===== src/rtl/ula_pkg.sv =====
// ula_pkg: shared encodings and defaults for the ULA datapath blocks
package ula_pkg;
    localparam logic SOMA    = 1'b0;
    localparam logic SUBTRAI = 1'b1;
    localparam int LARGURA_PADRAO = 8;
    typedef enum logic {OCIOSO = 1'b0, CALCULA = 1'b1} estado_t;
endpackage


===== src/rtl/somador_completo.sv =====
// somador_completo: single-bit full adder cell
module somador_completo (
    input  logic a,
    input  logic b,
    input  logic cin,
    output logic s,
    output logic cout
);
    assign s    = a ^ b ^ cin;
    assign cout = (a & b) | (cin & (a ^ b));
endmodule


===== src/rtl/somador_digito.sv =====
// somador_digito: combinational DIGITO-bit ripple slice, also exposing the
// carry into its top bit so the caller can derive signed overflow
module somador_digito #(
    parameter int DIGITO = 1
) (
    input  logic [DIGITO-1:0] a,
    input  logic [DIGITO-1:0] b,
    input  logic              cin,
    output logic [DIGITO-1:0] s,
    output logic              cout,
    output logic              c_topo
);
    logic [DIGITO:0] c;
    assign c[0] = cin;
    for (genvar i = 0; i < DIGITO; i++) begin : g_bit
        somador_completo u_fa (
            .a(a[i]),
            .b(b[i]),
            .cin(c[i]),
            .s(s[i]),
            .cout(c[i+1])
        );
    end
    assign cout   = c[DIGITO];
    assign c_topo = c[DIGITO-1];
endmodule


===== src/rtl/somador_subtrator_serial.sv =====
// somador_subtrator_serial: digit-serial adder/subtractor with start/done
// handshake, subtract mode and signed-overflow flag
module somador_subtrator_serial
    import ula_pkg::*;
#(
    parameter int LARGURA = LARGURA_PADRAO,
    parameter int DIGITO  = 1
) (
    input  logic               clk,
    input  logic               rst_n,
    input  logic               inicio,
    input  logic               modo,
    input  logic [LARGURA-1:0] a,
    input  logic [LARGURA-1:0] b,
    output logic               ocupado,
    output logic               pronto,
    output logic [LARGURA:0]   s,
    output logic               estouro
);
    localparam int P  = LARGURA / DIGITO;
    localparam int CW = $clog2(P + 1);

    if (LARGURA < 2 || DIGITO < 1 || LARGURA % DIGITO != 0) begin : g_param_invalido
        $error("LARGURA must be >= 2 and a multiple of DIGITO");
    end

    estado_t            estado;
    logic [CW-1:0]      cont;
    logic [LARGURA-1:0] op_a, op_b, res, res_prox;
    logic               carry, cout, c_topo, ultimo;
    logic [DIGITO-1:0]  soma;

    somador_digito #(.DIGITO(DIGITO)) u_digito (
        .a(op_a[DIGITO-1:0]),
        .b(op_b[DIGITO-1:0]),
        .cin(carry),
        .s(soma),
        .cout(cout),
        .c_topo(c_topo)
    );

    // new sum digit enters at the top; after P steps the LSB digit has reached bit 0
    assign res_prox = LARGURA'({soma, res} >> DIGITO);
    assign ultimo   = cont == CW'(P - 1);
    assign ocupado  = estado == CALCULA;

    always_ff @(posedge clk or negedge rst_n)
        if (!rst_n) begin
            estado  <= OCIOSO;
            cont    <= '0;
            op_a    <= '0;
            op_b    <= '0;
            res     <= '0;
            carry   <= 1'b0;
            pronto  <= 1'b0;
            s       <= '0;
            estouro <= 1'b0;
        end else begin
            pronto <= 1'b0;
            if (estado == OCIOSO && inicio) begin
                op_a   <= a;
                op_b   <= b ^ {LARGURA{modo}};
                carry  <= modo == SUBTRAI;
                cont   <= '0;
                estado <= CALCULA;
            end else if (estado == CALCULA) begin
                op_a  <= op_a >> DIGITO;
                op_b  <= op_b >> DIGITO;
                res   <= res_prox;
                carry <= cout;
                cont  <= cont + CW'(1);
                if (ultimo) begin
                    s       <= {cout, res_prox};
                    estouro <= c_topo ^ cout;
                    pronto  <= 1'b1;
                    estado  <= OCIOSO;
                end
            end
        end
endmodule

===== config.mk =====
export PLATFORM = sky130hd
export DESIGN_NAME = somador_subtrator_serial
export DESIGN_NICKNAME = d
export VERILOG_FILES = /design/src/rtl/ula_pkg.sv /design/src/rtl/somador_completo.sv /design/src/rtl/somador_digito.sv /design/src/rtl/somador_subtrator_serial.sv
export SDC_FILE = /design/constraint.sdc
export NUM_CORES = 1
export LEC_CHECK = 0
export CORE_MARGIN = 4
export CORE_UTILIZATION = 45
export CTS_BUF_LIST = sky130_fd_sc_hd__clkbuf_16
export DETAILED_ROUTE_END_ITERATION = 8
export PLACE_DENSITY = 0.79
export RECOVER_POWER = 50
export SETUP_SLACK_MARGIN = 0.4
export SLEW_MARGIN = 20
export SYNTH_ARGS = -nofsm -noshare
export SYNTH_HDL_FRONTEND = slang
export SYNTH_SLANG_ARGS = --single-unit

===== constraint.sdc =====
create_clock -name clk -period 1.27 [get_ports clk]
set_input_delay 0.254 -clock clk [delete_from_list [all_inputs] [get_ports clk]]
set_output_delay 0.254 -clock clk [all_outputs]
set_load 0.05 [all_outputs]

Word level (Yosys, flattened, before mapping). Index checks and enable logic that the tools add are counted.

Bits in registers: 41. Logic and storage cells: 38. Output and inout bits: 12.

Muxes and demuxes: 14. $add $sub $neg: 1. Equal/unequal tests: 1. Bitwise logic cells: 9. Reductions and logical operators: 4.

Operators with widths (number): $mux 8 (4); $mux 1 (8); $mux 4 (2); $xor 8x8->8 (1); $add 4x1->4 const B (1); $eq 4x3->1 const B (1); $reduce_and 3->1 (1); $xor 1x1->1 (3); $and 1x1->1 (2); $not 1->1 (2); $reduce_and 2->1 (1); $reduce_bool 2->1 (1); $logic_and 1x1->1 (1); $or 1x1->1 (1).

Depth between registers and ports, before layout. Gate-level depths: netlist of run 1.

Depth in word-level cells: 5. Gate-level depth with buffers: 5. Depth with buffers taken out: 4.

By module. From an unflattened synthesis of run 1, not the netlist that was laid out.

Cell total of the unflattened synthesis: 139. Area total of the unflattened synthesis: 1798.0 µm².

By module, submodules not included: somador_subtrator_serial (seq. area each 1001.0 µm², instances 1, cells an instance 137, area each 1770.4 µm²); somador_completo (seq. area each 0.0 µm², instances 1, cells an instance 1, area each 20.0 µm²); somador_digito (seq. area each 0.0 µm², instances 1, cells an instance 1, area each 7.5 µm²).

Worst setup path before layout of run 1. No wires, ideal clock.

Kind: register to register. Start: reg estado, in the netlist ocupado. End: reg s[0]. Buffers on the path: 2. Stages on the path, launching flop included: 5. Data arrival time: 1.423 ns. Setup slack: -0.278 ns. Period minus slack after synthesis: 1.548 ns. Data required time: 1.145 ns. Path through: dfrtp_1 > buf_4 > nand4b_4 > buf_6 > mux2_4.

Longest elaborated chain between the ends: 4.

RTL lines: start: declaration (line somador_subtrator_serial.sv:27) `estado_t estado;`; start signal: assignment (line somador_subtrator_serial.sv:49) `estado <= OCIOSO;`; start signal: assignment (line somador_subtrator_serial.sv:65) `estado <= CALCULA;`; start signal: assignment (line somador_subtrator_serial.sv:76) `estado <= OCIOSO;`; $not 1->1 (line somador_subtrator_serial.sv:60) `if (estado == OCIOSO && inicio) begin`; $logic_and 1x1->1 (line somador_subtrator_serial.sv:60); $not 1->1 (no line); $reduce_and 3->1 (no line) *; end signal: assignment (line somador_subtrator_serial.sv:73) `s <= {cout, res_prox};`; end: declaration (line somador_subtrator_serial.sv:17) `output logic [LARGURA:0] s,`.

Mark *: on every way between the ends. The rest lies on a longest branch, timed or not. A chain may end at the register's enable or synchronous reset.

Final worst setup path of run 1.
Start: reg estado, in the netlist ocupado. End: reg op_a[3].

Longest elaborated chain between the ends: 3.

RTL lines: $not 1->1 (line somador_subtrator_serial.sv:60); $logic_and 1x1->1 (line somador_subtrator_serial.sv:60); $mux 8 or $reduce_bool 2->1 (tied branches); end signal: assignment (line somador_subtrator_serial.sv:67) `op_a <= op_a >> DIGITO;`; end: declaration (line somador_subtrator_serial.sv:29) `logic [LARGURA-1:0] op_a, op_b, res, res_prox;`.

Parallel ways exist; a longest one is shown, timed or not.

==> results of run 1 <==
through the flow:
stage	cell area [um^2]	power (mW)	cells	utilization [%]	TNS [ps]
5_1_grt	3170	8.93	261	84.7	-717
2_1_floorplan	1800	3.77	138	-	-939
4_1_cts	2990	7.86	253	80.0	0
3_5_place_dp	2330	5.03	218	62.3	-2660
3_3_place_gp	2330	4.84	218	62.3	-1480
6_report	3170	8.55	261	84.7	-179
cell families after synthesis:
logic type      count (synthesis)  share of synthesized area, %
buf+inv                        10                          3.63
xor+xnor                       11                          5.38
mux                            33                          21.1
compound gates                 20                          6.36
fa+ha+maj                       2                          1.82
flops                          40                          55.9
simple gates                   22                          5.80
worst max path at each step:
stage | startpoint | endpoint | slack (ps)
finish | ocupado$_DFF_PN0_ | op_a[3]$_DFFE_PN0P_ | -50
global route | ocupado$_DFF_PN0_ | op_a[3]$_DFFE_PN0P_ | -80
CTS | cont[0]$_DFFE_PN0P_ | s[6]$_DFFE_PN0P_ | 5
detailed placement | inicio | op_a[1]$_DFFE_PN0P_ | -180
global placement | inicio | op_a[3]$_DFFE_PN0P_ | -80
floorplan | ocupado$_DFF_PN0_ | s[0]$_DFFE_PN0P_ | -100
synthesized netlist by cell type, drive strengths merged:
| cell type | n | share of area, % |
|---|---|---|
| a211oi | 1 | 0.42 |
| a22o | 3 | 1.5 |
| buf | 6 | 2.8 |
| clkbuf | 3 | 0.63 |
| dfrtp | 40 | 56 |
| fa | 1 | 1.1 |
| ha | 1 | 0.70 |
| inv | 1 | 0.21 |
| mux2 | 17 | 12 |
| mux2i | 16 | 8.9 |
| nand2 | 16 | 3.4 |
| nand3 | 1 | 0.28 |
| nand4b | 1 | 1.3 |
| nor2 | 4 | 0.84 |
| o21ai | 16 | 4.5 |
| xnor2 | 3 | 1.5 |
| xor2 | 8 | 3.9 |
timing repair:
| item | in CTS | in global routing |
|---|---|---|
| gates resized for setup | 66 | 30 |
| pin swaps | 13 | 9 |
| endpoints found under the hold margin | 13 | 13 |
| endpoints found under the setup margin | 52 | 52 |
| cloned | 8 | 0 |
| buffers inserted | 19 | 8 |
where the power goes:
part,internal (mW),switching [mW],total (mW)
logic,2.95,2.06,5.01
registers,1.80,0.561,2.36
clock network,0.709,0.474,1.18
layout make-up:
cell class | instances | area (um^2)
clock buffers | 5 | 125
inverters | 1 | 6.26
repair buffers | 75 | 1030
flip-flops and latches | 40 | 1000
multi-input cells | 89 | 936
well taps | 48 | 60.1
fillers | 173 | 572
clock inverters | 3 | 12.5
sequential cells by signal (all words and copies together), names as in the netlist:
signal and count:
cont 4, carry 1, pronto 1, estouro 1
op_a 8, ocupado 1, op_b 8, res 7
s 9
per-layer routing:
layer / global-route usage, % / up-vias / routed length, um
li1: - / 625 / -
met1: 23.8 / 732 / 2180
met2: 41.0 / 47 / 3000
met3: 6.68 / 13 / 208
met4: 9.39 / 0 / 133
met5: 0 / - / 0
==> impl_metrics.yaml, run 1 <==
yosys:
  syn_area_um2: 1790
  synth.avg_cell_area_um2: 13.0
  syn_inst: 138
  synth-seq-cells: 40
  synth.distinct_cells: 20
  yosys_warnings: 0
  seq_area_frac_synth_pct: 55.9
  synth_fp_nets: 160
clock_network:
  cts_tree: "done"
  cts-root-buf: "clkbuf_16"
  clkSinkCount: 40
  cts_max_level: 2
  path_clk_slew_ps: 60
  numCtsBuffers: 5
  clk_path_buf_depth: 2
  worstSkewPairLatency_ps: 280
pwr:
  p_leak_nw: 1.54
  peakVddDrop_mv: 1.17
  cellPowerDensity_nw_per_um2: 2700
finish:
  antenna_cells: 0
  drive_gt1_share_pct: 54.0
  syn2layout_area_growth_pct: 77.1
  nNetsFinal: 234
  layout_commonest_cell: "dfrtp_1"
  layout_common_cells: "dfrtp_1 (38), buf_12 (20), mux2_4 (17), buf_4 (17)"
global_routing:
  grt_pass1_vias: 1616
  grt_max_degree: 28
  grt_use_total_pct: 22.4
  grt_overflow: 0
  grt_pass1_wl_mm: 8.40
  antenna_found_initial: 0
routing:
  wl_per_cell_um: 21.2
  drtPass1Iterations: 4
  drt_iter0_markers: 109
  routed_wl_mm: 5.53
  drtAntennaViolNets: 0
  vias: 1417
  drc: 0
  post_drt_via_cell_ratio: 5.43
worst_setup_path:
  r2r_end: "op_a[3]$_DFFE_PN0P_"
  regToRegSetupSlack_ps: -50
  critPathCaptureType: "flip-flop"
  critPathLaunchType: "flip-flop"
  worst_path_max_delay_cell: "dfrtp_2"
  critical-path-max-stage-delay_ps: 450
  r2r-start: "ocupado$_DFF_PN0_"
  path_cells: "buf_6 -> buf_6 -> buf_12 -> buf_12 -> buf_16 -> nand2_2 -> o21ai_2"
  cp_data_arrival_time_ps: 1490
  critPathMaxFanout: 5
  r2r_cells: 7
  critPathTopFamily: "buffers and inverters"
  cp.required_ps: 1440
  cp.depth: 7
  path_class: "flip-flop to flip-flop"
  worst-path-buf-inv: 5
floorplanning:
  coreArea_um2: 3740
  start_util_pct: 47.8
  die_w_um: 71.1
  die_h_um: 71.1
  die-area_um2: 5050
  placementRows: 22
  ios: 32
timing:
  worst_pin_slew_ps: 864
  drv_slew: 0
  rsz0062_at_grt: "true"
  hold-worst-slack_ps: 57.1
  final_hold_viol_count: 0
  period_minus_slack_ps: 1320
  fin_worst_skew_ps: 7.53
  setup_viol: 6
  worst_slack_ps: -50.2
  timing.fmax_ghz: 0.757
  maxSlewHeadroom_pct: 42.4
  post-route-period-util_pct: 104
placement:
  dpl.hpwl_mm: 2.62
  portBuffers: 31
  gp_congestion: 0.750
  place_ws_ps: -176
outcome:
  outcome: "complete, but fails checks"
  failed_checks: "negative setup slack"
job:
  max-cap-violations: 0
worst_hold_path:
  hold_path.class: "input pin to asynchronous set/reset pin"
(Power assumes the default switching activity.)
==> inputs of run 2 (changes only) <==
--- a/config.mk
+++ b/config.mk
@@ -12,7 +12,9 @@
 export PLACE_DENSITY = 0.79
 export RECOVER_POWER = 50
 export SETUP_SLACK_MARGIN = 0.4
+export SKIP_CTS_REPAIR_TIMING = 1
 export SLEW_MARGIN = 20
 export SYNTH_ARGS = -nofsm -noshare
 export SYNTH_HDL_FRONTEND = slang
+export SYNTH_HIERARCHICAL = 1
 export SYNTH_SLANG_ARGS = --single-unit
==> impl_metrics.yaml, run 2 <==
routing:
  wl_per_cell_um: 17.0
  vias: 1272
  drtAntennaViolNets: 0
  drtPass1Iterations: 4
  drt_iter0_markers: 49
  drc: 0
  post_drt_via_cell_ratio: 5.13
  routed_wl_mm: 4.21
worst_setup_path:
  critPathCaptureType: "flip-flop"
  cp.required_ps: 1440
  critPathLaunchType: "flip-flop"
  worst-path-buf-inv: 0
  cp_data_arrival_time_ps: 1460
  r2r_end: "s[0]$_DFFE_PN0P_"
  r2r-start: "cont[1]$_DFFE_PN0P_"
  path_class: "flip-flop to flip-flop"
  r2r_cells: 3
  critPathMaxFanout: 6
  critPathTopFamily: "flip-flops"
  worst_path_max_delay_cell: "dfrtp_1"
  regToRegSetupSlack_ps: -20
  critical-path-max-stage-delay_ps: 410
  path_cells: "ha_4 -> nand4b_4 -> mux2_4"
timing:
  period_minus_slack_ps: 1290
  worst_slack_ps: -23.9
  rsz0062_at_grt: "true"
  post-route-period-util_pct: 102
  timing.fmax_ghz: 0.773
  fin_worst_skew_ps: 2.32
  worst_pin_slew_ps: 538
  drv_slew: 0
  final_hold_viol_count: 0
  hold-worst-slack_ps: 404
  maxSlewHeadroom_pct: 64.2
  setup_viol: 9
clock_network:
  clkSinkCount: 40
  worstSkewPairLatency_ps: 280
  clk_path_buf_depth: 2
  path_clk_slew_ps: 50
  cts_max_level: 2
  cts-root-buf: "clkbuf_16"
  cts_tree: "done"
  numCtsBuffers: 5
yosys:
  netlist_top_cells_area: "dfrtp_1 (56%), mux2i_1 (8.9%), mux2_2 (6.3%)"
  syn_area_um2: 1800
  yosys.area.top_type: "dfrtp_1"
  synthTopCellsByCount: "dfrtp_1 (40), mux2i_1 (16), nand2_1 (16), o21ai_0 (16), mux2_2 (10)"
  async_reset_ff_share_pct: 100
  yosys_warnings: 6
  seq_area_frac_synth_pct: 55.7
  synth-edff-count: 0
  syn_inst: 139
  yosysTopAreaCellShare_pct: 55.7
  synth.distinct_cells: 20
  synth-seq-cells: 40
  synthFlopType: "dfrtp_1"
  synth_fp_nets: 161
  synth.avg_cell_area_um2: 12.9
  yosysMostFrequentCell: "dfrtp_1"
global_routing:
  grt_use_total_pct: 14.1
  grt_pass1_vias: 1230
  grt_pass1_wl_mm: 5.51
  grt_overflow: 0
  antenna_found_initial: 0
  grt_max_degree: 41
outcome:
  failed_checks: "negative setup slack"
  outcome: "complete, but fails checks"
pwr:
  cellPowerDensity_nw_per_um2: 2570
  comb_power_share_pct: 53.8
  power.total_mw: 7.62
  clkPwrFrac_pct: 15.4
  p_leak_nw: 1.43
  peakVddDrop_mv: 1.19
  internal-power_mw: 4.86
  power.switching_mw: 2.75
  p_sw_share_pct: 36.1
  p_seq_share_pct: 30.7
floorplanning:
  die-area_um2: 5070
  die_w_um: 71.2
  ios: 32
  placementRows: 22
  coreArea_um2: 3770
  start_util_pct: 47.7
  die_h_um: 71.2
finish:
  reg.largest.list: "s: 9 flops, op_a: 8 flops, op_b: 8 flops"
  final_util_pct: 78.5
  layout_common_cells: "dfrtp_1 (39), buf_12 (16), buf_4 (16)"
  largest-register: "s"
  layout_commonest_cell: "dfrtp_1"
  stdcell_count: 248
  drive_gt1_share_pct: 51.5
  nNetsFinal: 221
  largest_reg_flops: 9
  antenna_cells: 0
  syn2layout_area_growth_pct: 64.7
worst_hold_path:
  hp-start: "inicio"
  hold_path.class: "input pin to flip-flop"
  hold_end: "ocupado$_DFF_PN0_"
  worstHoldPathCells: 3
placement:
  gp_congestion: 0.772
  place_ws_ps: -180
  portBuffers: 31
  dpl.hpwl_mm: 2.34
  place_inst: 219
job:
  max-cap-violations: 0
-- run 2: worst max path at each step --
| stage | start | endpoint | slack, ps | cells past startpoint |
|---|---|---|---|---|
| 3_5_place_dp | modo | op_b[0]$_DFFE_PN0P_ | -180 | 5 |
| 2_1_floorplan | ocupado$_DFF_PN0_ | s[0]$_DFFE_PN0P_ | -100 | 4 |
| 6_report | cont[1]$_DFFE_PN0P_ | s[0]$_DFFE_PN0P_ | -20 | 3 |
| 4_1_cts | cont[0]$_DFFE_PN0P_ | s[8]$_DFFE_PN0P_ | -80 | 3 |
| 3_3_place_gp | modo | op_b[1]$_DFFE_PN0P_ | -100 | 5 |
| 5_1_grt | cont[1]$_DFFE_PN0P_ | s[0]$_DFFE_PN0P_ | -70 | 3 |
-- run 2: per-layer routing --
layer | routed length, um | vias to the layer above | global-route usage [%]
met4 | 76 | 0 | 7.10
li1 | - | 596 | -
met3 | 212 | 9 | 5.47
met2 | 2190 | 39 | 23.0
met1 | 1730 | 628 | 16.1
met5 | 0 | - | 0
-- run 2: layout make-up --
type / count / area [um^2]
Clock buffer: 5 / 125
Clock inverter: 3 / 11.3
Fill cell: 196 / 810
Inverter: 1 / 3.75
Multi-Input combinational cell: 89 / 941
Sequential cell: 40 / 1000
Tap cell: 48 / 60.1
Timing Repair Buffer: 62 / 818
-- run 2: kinds of logic (layout without fill, tap and decap cells) --
logic type | after synthesis | after routing | synth area share, %
xor+xnor | 11 | 11 | 5.36
mux | 33 | 33 | 21.0
flops | 40 | 40 | 55.7
buf+inv | 11 | 71 | 4.04
fa+ha+maj | 2 | 2 | 1.81
compound gates | 20 | 20 | 6.33
simple gates | 22 | 23 | 5.78
-- run 2: per-stage QoR --
step | area [um^2] | setup TNS (ps)
after CTS | 2470 | -652
after floorplan | 1810 | -938
final | 2960 | -114
after detailed placement | 2340 | -2680
after global routing | 2960 | -456
after global placement | 2340 | -1570
-- run 2: worst reg2reg max path: cells and delay by family, from the launching register on --
family,cells,cell delay [ps]
adder cells (fa/ha/maj),1,210
flip-flops,1,410
AND/OR/NAND/NOR,1,210
multiplexers,1,360
-- run 2: power groups by stage --
| stage | logic (mW) | clock network (mW) | registers, mW |
|---|---|---|---|
| final | 4.10 | 1.18 | 2.34 |
| after detailed placement | 2.73 | 0 | 2.24 |
| after global placement | 2.62 | 0 | 2.19 |
| after CTS | 2.74 | 1.20 | 2.22 |
| after global routing | 4.32 | 1.24 | 2.41 |
| after floorplan | 1.19 | 0 | 2.60 |
